==> config.mk <==
export PLATFORM = sky130hd
export DESIGN_NAME = alu_pipe_frontend
export DESIGN_NICKNAME = d
export VERILOG_FILES = /design/src/rtl/alu_pkg.sv /design/src/rtl/ALU32Bit.sv /design/src/rtl/alu_pipe_frontend.sv
export SDC_FILE = /design/constraint.sdc
export NUM_CORES = 1
export LEC_CHECK = 0
export ABC_AREA = 1
export CAP_MARGIN = 40
export CORE_ASPECT_RATIO = 1.75
export CORE_MARGIN = 10
export CORE_UTILIZATION = 50
export DETAILED_ROUTE_END_ITERATION = 12
export GPL_TIMING_DRIVEN = 0
export PLACE_DENSITY = 0.78
export SYNTH_ARGS = -nofsm -noshare
export SYNTH_HDL_FRONTEND = slang
export SYNTH_SLANG_ARGS = --single-unit
==> constraint.sdc <==
create_clock -name clk -period 4 [get_ports clk]
set_input_delay 0.8 -clock clk [delete_from_list [all_inputs] [get_ports clk]]
set_output_delay 0.8 -clock clk [all_outputs]
set_load 0.01 [all_outputs]
==> src/rtl/alu_pkg.sv <==
// Shared ALU op encoding and small helpers for the pipelined ALU front end.
package alu_pkg;

  localparam int unsigned DATA_W = 32;
  localparam int unsigned OP_W   = 3;

  typedef enum logic [OP_W-1:0] {
    OP_AND = 3'b000,
    OP_OR  = 3'b001,
    OP_ADD = 3'b010,
    OP_SUB = 3'b110,
    OP_SLT = 3'b111
  } alu_op_e;

  function automatic logic is_legal_op(input logic [OP_W-1:0] op);
    case (alu_op_e'(op))
      OP_AND, OP_OR, OP_ADD, OP_SUB, OP_SLT: return 1'b1;
      default:                               return 1'b0;
    endcase
  endfunction

  // Subtract-style ops need +1 to complete the two's complement of B.
  function automatic logic op_cin(input logic [OP_W-1:0] op);
    return (op == OP_SUB) || (op == OP_SLT);
  endfunction

endpackage

==> src/rtl/ALU32Bit.sv <==
// Combinational 32-bit ALU: ctl[2] inverts B, ctl[1:0] selects AND/OR/SUM/SLT.
module ALU32Bit (
  input  logic [31:0] i_a,
  input  logic [31:0] i_b,
  input  logic        i_cin,
  input  logic [2:0]  i_ctl,
  output logic [31:0] o_result,
  output logic        o_cout,
  output logic        o_ovf
);

  logic [31:0] w_bb;
  logic [31:0] w_sum;

  assign w_bb = i_ctl[2] ? ~i_b : i_b;
  assign {o_cout, w_sum} = 33'(i_a) + 33'(w_bb) + 33'(i_cin);
  assign o_ovf = (i_a[31] == w_bb[31]) && (w_sum[31] != i_a[31]);

  // SLT uses the sign of A-B corrected by overflow.
  always_comb begin
    o_result = '0;
    case (i_ctl[1:0])
      2'b00:   o_result = i_a & w_bb;
      2'b01:   o_result = i_a | w_bb;
      2'b10:   o_result = w_sum;
      default: o_result = {31'b0, w_sum[31] ^ o_ovf};
    endcase
  end

endmodule

==> src/rtl/alu_pipe_frontend.sv <==
// Two-stage valid/ready pipeline (operand reg, result reg) around ALU32Bit,
// returning results and flags in order with a completed-transaction counter.
module alu_pipe_frontend #(
  parameter int unsigned TAG_W = 4,
  parameter int unsigned CNT_W = 16
) (
  input  logic             clk,
  input  logic             rst,
  input  logic             req_valid,
  output logic             req_ready,
  input  logic [2:0]       req_op,
  input  logic [31:0]      req_a,
  input  logic [31:0]      req_b,
  input  logic [TAG_W-1:0] req_tag,
  output logic             rsp_valid,
  input  logic             rsp_ready,
  output logic [31:0]      rsp_result,
  output logic             rsp_cout,
  output logic             rsp_zero,
  output logic             rsp_ovf,
  output logic             rsp_err,
  output logic [TAG_W-1:0] rsp_tag,
  output logic [CNT_W-1:0] done_count
);

  import alu_pkg::*;

  logic              r_s1_valid;
  logic [OP_W-1:0]   r_s1_op;
  logic [DATA_W-1:0] r_s1_a;
  logic [DATA_W-1:0] r_s1_b;
  logic [TAG_W-1:0]  r_s1_tag;

  logic              r_s2_valid;
  logic [DATA_W-1:0] r_s2_result;
  logic              r_s2_cout;
  logic              r_s2_zero;
  logic              r_s2_ovf;
  logic              r_s2_err;
  logic [TAG_W-1:0]  r_s2_tag;
  logic [CNT_W-1:0]  r_done_count;

  logic              w_s2_adv;
  logic              w_accept;
  logic              w_s1_move;
  logic              w_rsp_fire;
  logic              w_legal;
  logic              w_arith;
  logic [DATA_W-1:0] w_alu_result;
  logic              w_alu_cout;
  logic              w_alu_ovf;
  logic [DATA_W-1:0] w_result;
  logic              w_cout;
  logic              w_ovf;

  assign w_s2_adv   = !r_s2_valid || rsp_ready;
  assign req_ready  = !r_s1_valid || w_s2_adv;
  assign w_accept   = req_valid && req_ready;
  assign w_s1_move  = r_s1_valid && w_s2_adv;
  assign w_rsp_fire = r_s2_valid && rsp_ready;

  ALU32Bit u_alu (
    .i_a      (r_s1_a),
    .i_b      (r_s1_b),
    .i_cin    (op_cin(r_s1_op)),
    .i_ctl    (r_s1_op),
    .o_result (w_alu_result),
    .o_cout   (w_alu_cout),
    .o_ovf    (w_alu_ovf)
  );

  // Carry/overflow are only meaningful for ADD/SUB; illegal ops return zero.
  assign w_legal  = is_legal_op(r_s1_op);
  assign w_arith  = (r_s1_op == OP_ADD) || (r_s1_op == OP_SUB);
  assign w_result = w_legal ? w_alu_result : '0;
  assign w_cout   = w_arith && w_alu_cout;
  assign w_ovf    = w_arith && w_alu_ovf;

  // Stage 1: operand register.
  always_ff @(posedge clk or posedge rst) begin
    if (rst) begin
      r_s1_valid <= 1'b0;
      r_s1_op    <= '0;
      r_s1_a     <= '0;
      r_s1_b     <= '0;
      r_s1_tag   <= '0;
    end else begin
      if (w_accept) begin
        r_s1_valid <= 1'b1;
        r_s1_op    <= req_op;
        r_s1_a     <= req_a;
        r_s1_b     <= req_b;
        r_s1_tag   <= req_tag;
      end else if (w_s2_adv) begin
        r_s1_valid <= 1'b0;
      end
    end
  end

  // Stage 2: result register, held while the consumer stalls.
  always_ff @(posedge clk or posedge rst) begin
    if (rst) begin
      r_s2_valid  <= 1'b0;
      r_s2_result <= '0;
      r_s2_cout   <= 1'b0;
      r_s2_zero   <= 1'b0;
      r_s2_ovf    <= 1'b0;
      r_s2_err    <= 1'b0;
      r_s2_tag    <= '0;
    end else begin
      if (w_s1_move) begin
        r_s2_valid  <= 1'b1;
        r_s2_result <= w_result;
        r_s2_cout   <= w_cout;
        r_s2_zero   <= (w_result == '0);
        r_s2_ovf    <= w_ovf;
        r_s2_err    <= !w_legal;
        r_s2_tag    <= r_s1_tag;
      end else if (rsp_ready) begin
        r_s2_valid  <= 1'b0;
      end
    end
  end

  always_ff @(posedge clk or posedge rst) begin
    if (rst) begin
      r_done_count <= '0;
    end else if (w_rsp_fire) begin
      r_done_count <= r_done_count + CNT_W'(1);
    end
  end

  assign rsp_valid  = r_s2_valid;
  assign rsp_result = r_s2_result;
  assign rsp_cout   = r_s2_cout;
  assign rsp_zero   = r_s2_zero;
  assign rsp_ovf    = r_s2_ovf;
  assign rsp_err    = r_s2_err;
  assign rsp_tag    = r_s2_tag;
  assign done_count = r_done_count;

endmodule

### Word level (Yosys, flattened, before mapping)

Index checks and enable logic that the tools add are counted.
W data, S select, Z words.

* register bits: 129
* output and inout port bits: 58
* word-level logic and storage cells: 55

* add/sub/neg operators: 3
* equality and inequality tests: 8
* mux-type cells: 8
* bitwise gates (word level): 4
* reductions and logical operators: 19

Operators with widths (count)
* $pmux W32 S3: 1
* $mux W32: 2
* $add A32 B32 Y33: 1
* $add A33 B1 Y33: 1
* $and A32 B32 Y32: 1
* $logic_not A32 Y1: 1
* $not A32 Y32: 1
* $or A32 B32 Y32: 1
* $add A16 B1 Y16 const B: 1
* $eq A3 B3 Y1 const B: 2
* $logic_and A1 B1 Y1: 6
* $mux W1: 5
* $reduce_or A5 Y1: 1
* $logic_or A1 B1 Y1: 4
* $reduce_bool A2 Y1: 2
* $eq A3 B1 Y1 const B: 1
* $eq A3 B2 Y1 const B: 1
* $logic_not A1 Y1: 3
* $logic_not A3 Y1: 1
* $eq A2 B1 Y1 const B: 1
* $eq A2 B2 Y1 const B: 1
* $logic_not A2 Y1: 1
* $eq A1 B1 Y1: 1
* $ne A1 B1 Y1: 1
* $xor A1 B1 Y1: 1

### Logic depth before layout (Yosys ltp)

* word-level depth: 10
* depth in mapped cells: 23

### Cells and area by module

From an unflattened synthesis, not the netlist that was laid out.

* cells, all modules: 1155
* area total of the unflattened synthesis: 8989.9 sq um

Modules (own cells, without submodules)
* alu_pipe_frontend: times used 1, cells each 443, area an instance 5181.2 sq um, sequential area each 3228.1 sq um
* ALU32Bit: times used 1, cells each 712, area an instance 3808.7 sq um, sequential area each 0.0 sq um

### Worst setup path after synthesis

Ideal clock, no wire load.

* path type: reg2reg
* start: reg r_s1_op[2]
* end: reg r_s2_zero, in the netlist rsp_zero
* setup time: 66 ps
* arrival time: 2832 ps
* data required time: 3934 ps
* setup slack: 1102 ps
* stages on the path, launching flop included: 22
* buffers on the path: 2
* cells stage by stage: dfrtp_1 > clkbuf_1 > buf_2 > xnor2_1 > fa_1 > inv_1 > fa_1 > nand2_1 > nand2_1 > nand3b_1 > nand2_1 > nand2_1 > nand2_1 > nand2_1 > nand3b_1 > nand3_1 > nand2_1 > nor2_1 > nand2_1 > nor2_1 > nand3_1 > nand2_1

* word-level cells in the longest chain between the ends: 9
* elaborated cells between the ends (all ways): 20
* classes of those cells: add/sub (2); eq/ne (6); mux (4); bitwise (3); reduce/logical (5)

Ends and longest elaborated chain
* start: declaration: RTL line alu_pipe_frontend.sv:29 `logic [OP_W-1:0] r_s1_op;`
* start signal: assignment: RTL line alu_pipe_frontend.sv:90 `r_s1_op <= req_op;`
* $mux W32 / $eq A3 B3 Y1 (equally long branches): RTL line ALU32Bit.sv:15, alu_pkg.sv:16, alu_pkg.sv:24
* $add A32 B32 Y33 / $logic_or A1 B1 Y1 (equally long branches): RTL line ALU32Bit.sv:16, alu_pkg.sv:24
* $add A33 B1 Y33: RTL line ALU32Bit.sv:16 `assign {o_cout, w_sum} = 33'(i_a) + 33'(w_bb) + 33'(i_cin);`
* $ne A1 B1 Y1: RTL line ALU32Bit.sv:17 `assign o_ovf = (i_a[31] == w_bb[31]) && (w_sum[31] != i_a[31]);`
* $logic_and A1 B1 Y1: RTL line ALU32Bit.sv:17
* $xor A1 B1 Y1: RTL line ALU32Bit.sv:26 `default: o_result = {31'b0, w_sum[31] ^ o_ovf};`
* $pmux W32 S3: RTL line ALU32Bit.sv:22 `case (i_ctl[1:0])`
* $mux W32 *: RTL line alu_pipe_frontend.sv:75 `assign w_result = w_legal ? w_alu_result : '0;`
* $logic_not A32 Y1 *: RTL line alu_pipe_frontend.sv:115 `r_s2_zero <= (w_result == '0);`
* end signal: assignment: RTL line alu_pipe_frontend.sv:115
* end: declaration: RTL line alu_pipe_frontend.sv:37 `logic r_s2_zero;`

Every way passes the cells marked *; elsewhere a longest branch is shown, timed or not.
A chain may end at the register's enable or synchronous reset.

### Worst setup path after layout

Same ends and word-level chain as after synthesis.

==> impl_metrics.yaml <==
clock_tree:
  numCtsBuffers: 17
  cts_tree: "built"
  cts_resized: 0
  clkTransAtPathRegs_ns: 0.07
  clock-sinks: 129
  cts_max_path_buffers: 2
  cts_setup_buffers: 0
  holdBufCountCts: 0
  cts_root_buf: "clkbuf_16"
  worstSkewPairLatency_ns: 0.44
  h-tree-depth: 4
synthesis:
  ys_types: 39
  yosys.area.top_type: "dfrtp_1"
  ys_ff_latch: 129
  syn_avg_cell_area_um2: 7.333
  yosys-top-cells-count: "nand2_1 (348), inv_1 (181), dfrtp_1 (129), nor2_1 (124)"
  synth_flop_cell: "dfrtp_1"
  yosys-top-cells-area: "dfrtp_1 (36%), nand2_1 (15%), ha_1 (9.2%)"
  syn_inst: 1211
  synth_top_area_share_pct: 36.35
  syn_nets: 1353
  synth_warnings: 0
  synth-edff-count: 0
  ys_seq_area_share_pct: 36.35
  synth_area_um2: 8880
  synthArstFlopShare_pct: 100.0
  yosys.cell_count.top_type: "nand2_1"
finish:
  n_fill_cell: 1635
  fin_area_um2: 11160
  final_cells: 1608
  diodes: 0
  nNetsFinal: 1506
  drive_gt1_share_pct: 7.916
  finish.utilization_pct: 63.95
  syn2layout_area_growth_pct: 25.72
pwr:
  p_int_mw: 3.837
  p_seq_share_pct: 26.3
  vdd_drop_max_mv: 0.4154
  total_power_mw: 6.945
  swShare_pct: 44.75
  power_frac_comb_pct: 50.2
  clock_power_share_pct: 23.5
  p_switching_mw: 3.108
  power_density_nw_per_um2: 622.1
  total_leakage_power_nw: 5.741
floorplan:
  die_x_um: 120.7
  dieHeight_um: 196.3
  start_util_pct: 50.87
  die-area_um2: 23700
  rows: 64
  core_area_um2: 17460
  pin_count: 133
sta:
  fmax_ghz: 0.2669
  fin_crit_sh_pct: 93.67
  worst_slew_pin_slew_ns: 0.7505
  period_needed_ns: 3.747
  maxSlewViolCount: 0
  setup-violations-final: 0
  fin_skew_ns: 0.009595
  hold_viol: 0
  slew_headroom_pct: 49.97
  fin_hold_ws_ns: 0.4800
  fin_ws_ns: 0.2533
  rsz0062_at_grt: "false"
  tns_ns: 0
global_route:
  antenna_found_initial: 0
  grt_use_total_pct: 25.48
  grt_pass1_wl_mm: 46.78
  grt_max_degree: 39
  grt_pass1_vias: 8872
  overflow: 0
critical_path:
  crit_arrival_ns: 4.12
  cpLargestDelayFamily: "simple AND/OR/NAND/NOR gates"
  path_buf_inv: 2
  critPathMaxStageDelay_ns: 0.56
  crit_type: "reg -> reg"
  worstSetupStartpointType: "register"
  cp.required_ns: 4.38
  crit_chain: "buf_4 -> xnor2_1 -> fa_1 -> inv_1 -> nand3_1 -> nand2_1 -> nand2_1 -> nand2_1 -> nand2_1 -> nand2_1 -> nand2_1 -> nand2_1 -> nand2_1 -> o21ai_1 -> nand2_1 -> nand2_1 -> nand2_1 -> nor2_1 -> nand3_1 -> nand2_1"
  cpMostUsedCell: "nand2_1"
  worstPathMaxFanout: 10
  end_kind: "register"
  worst_path_max_delay_cell: "dfrtp_1"
drt:
  vias_per_cell: 5.249
  drc: 0
  drt_iter0_markers: 493
  ant_nets: 0
  dr.pass1.iters: 5
  vias: 8440
  drt_wl_total_mm: 30.28
  wl_per_cell_um: 18.83
placement:
  dp_hpwl_mm: 24.52
  post_dp_cell_area_um2: 10550
  place_inst: 1577
  dp_slack_ns: 0.03003
  place.gp.congestion: 0.9627
  io_buffers: 132
run:
  maxCapViolations: 0
run_status:
  status: "complete, no violations"
min_path:
  hold_class: "reg -> reg"
[path summary, 6_finish.rpt]
path	cells after the start	from	slack (ns)	endpoint
max	20	r_s1_op[2]$_DFFE_PP0P_	0.25	rsp_zero$_DFFE_PP0P_
min	2	rsp_zero$_DFFE_PP0P_	0.48	rsp_zero$_DFFE_PP0P_
max in group asynchronous	3	rst	2.65	r_s1_b[18]$_DFFE_PP0P_
min reg2reg	2	rsp_zero$_DFFE_PP0P_	0.48	rsp_zero$_DFFE_PP0P_
min in group asynchronous	2	rst	0.76	r_s1_a[17]$_DFFE_PP0P_
max reg2reg	20	r_s1_op[2]$_DFFE_PP0P_	0.25	rsp_zero$_DFFE_PP0P_
[final cells by class]
cell class              count  area (um^2)  share of cell area, %
inverters                 193        728.2                  6.523
multi-input cells         855         4781                  42.83
clock buffers              17        425.4                  3.811
repair buffers            135         1381                  12.37
plain buffers              33        145.1                  1.300
well taps                 231        289.0                  2.589
flip-flops and latches    129         3228                  28.92
clock inverters            15        185.2                  1.659
[power by group through the flow]
| stage | registers, mW | logic [mW] | clock network (mW) |
|---|---|---|---|
| after global placement | 1.82 | 3.41 | 0 |
| final | 1.82 | 3.49 | 1.63 |
| after floorplan | 1.89 | 2.09 | 0 |
| after detailed placement | 1.84 | 3.46 | 0 |
| after CTS | 1.82 | 3.48 | 1.63 |
| after global routing | 1.86 | 3.86 | 1.68 |
[state kept, by name, summed over array words and instances (netlist names)]
register,flops
done_count,16
rsp_valid,1
r_s1_b,32
rsp_result,32
r_s1_tag,4
r_s1_valid,1
rsp_cout,1
rsp_zero,1
r_s1_a,32
r_s1_op,3
rsp_ovf,1
rsp_err,1
rsp_tag,4
[worst reg2reg max path: cells and delay by family (launching register included)]
kind | cells | cell delay (ns)
compound gates | 1 | 0.15
buf+inv | 2 | 0.50
simple gates | 15 | 1.88
fa+ha+maj | 1 | 0.41
xor+xnor | 1 | 0.19
flops | 1 | 0.56
[logic make-up (layout without fill, tap and decap cells)]
group,after synthesis,after routing,share of synthesized area [%]
DFF,129,129,36.35
muxes,37,37,4.692
AOI/OAI and AO/OA,135,135,8.483
buffers and inverters,227,393,9.807
and+or+nand+nor,569,569,26.34
adders and majority gates,67,67,9.610
xor gates and xnor gates,47,47,4.720
[per-layer routing]
layer	vias to the layer above	GRT usage [%]	routed length [um]	part of all wire (%)
li1	4118	-	-	-
met1	4000	24.06	10440	34
met2	246	49.32	17140	57
met3	76	4.543	1274	4.2
met4	0	14.27	1413	4.7
met5	-	0	0	0
[cell usage in the layout (no fill, tap or decap), types with 3 or more instances in the layout]
| master | n |
|---|---|
| dfrtp_1 | 129 |
| inv_6 | 4 |
| clkbuf_16 | 17 |
| inv_2 | 10 |
| nand2_2 | 3 |
| o21ai_0 | 15 |
| o22ai_1 | 26 |
| buf_2 | 11 |
| nor3_1 | 7 |
| buf_1 | 6 |
| clkinv_8 | 3 |
| nand2_1 | 348 |
| ha_1 | 65 |
| inv_1 | 180 |
| mux2_2 | 37 |
| nand4_1 | 7 |
| inv_8 | 5 |
| nand3_2 | 3 |
| xnor2_1 | 37 |
| xor2_1 | 9 |
| and2_1 | 3 |
| o21ai_1 | 8 |
| nand3_1 | 65 |
| clkdlybuf4s50_1 | 132 |
| nor2_1 | 124 |
| clkbuf_1 | 14 |
| buf_12 | 3 |
| a31oi_1 | 21 |
| clkinvlp_4 | 3 |
| nand3b_1 | 3 |
| a21oi_1 | 59 |
(Power assumes the default switching activity.)
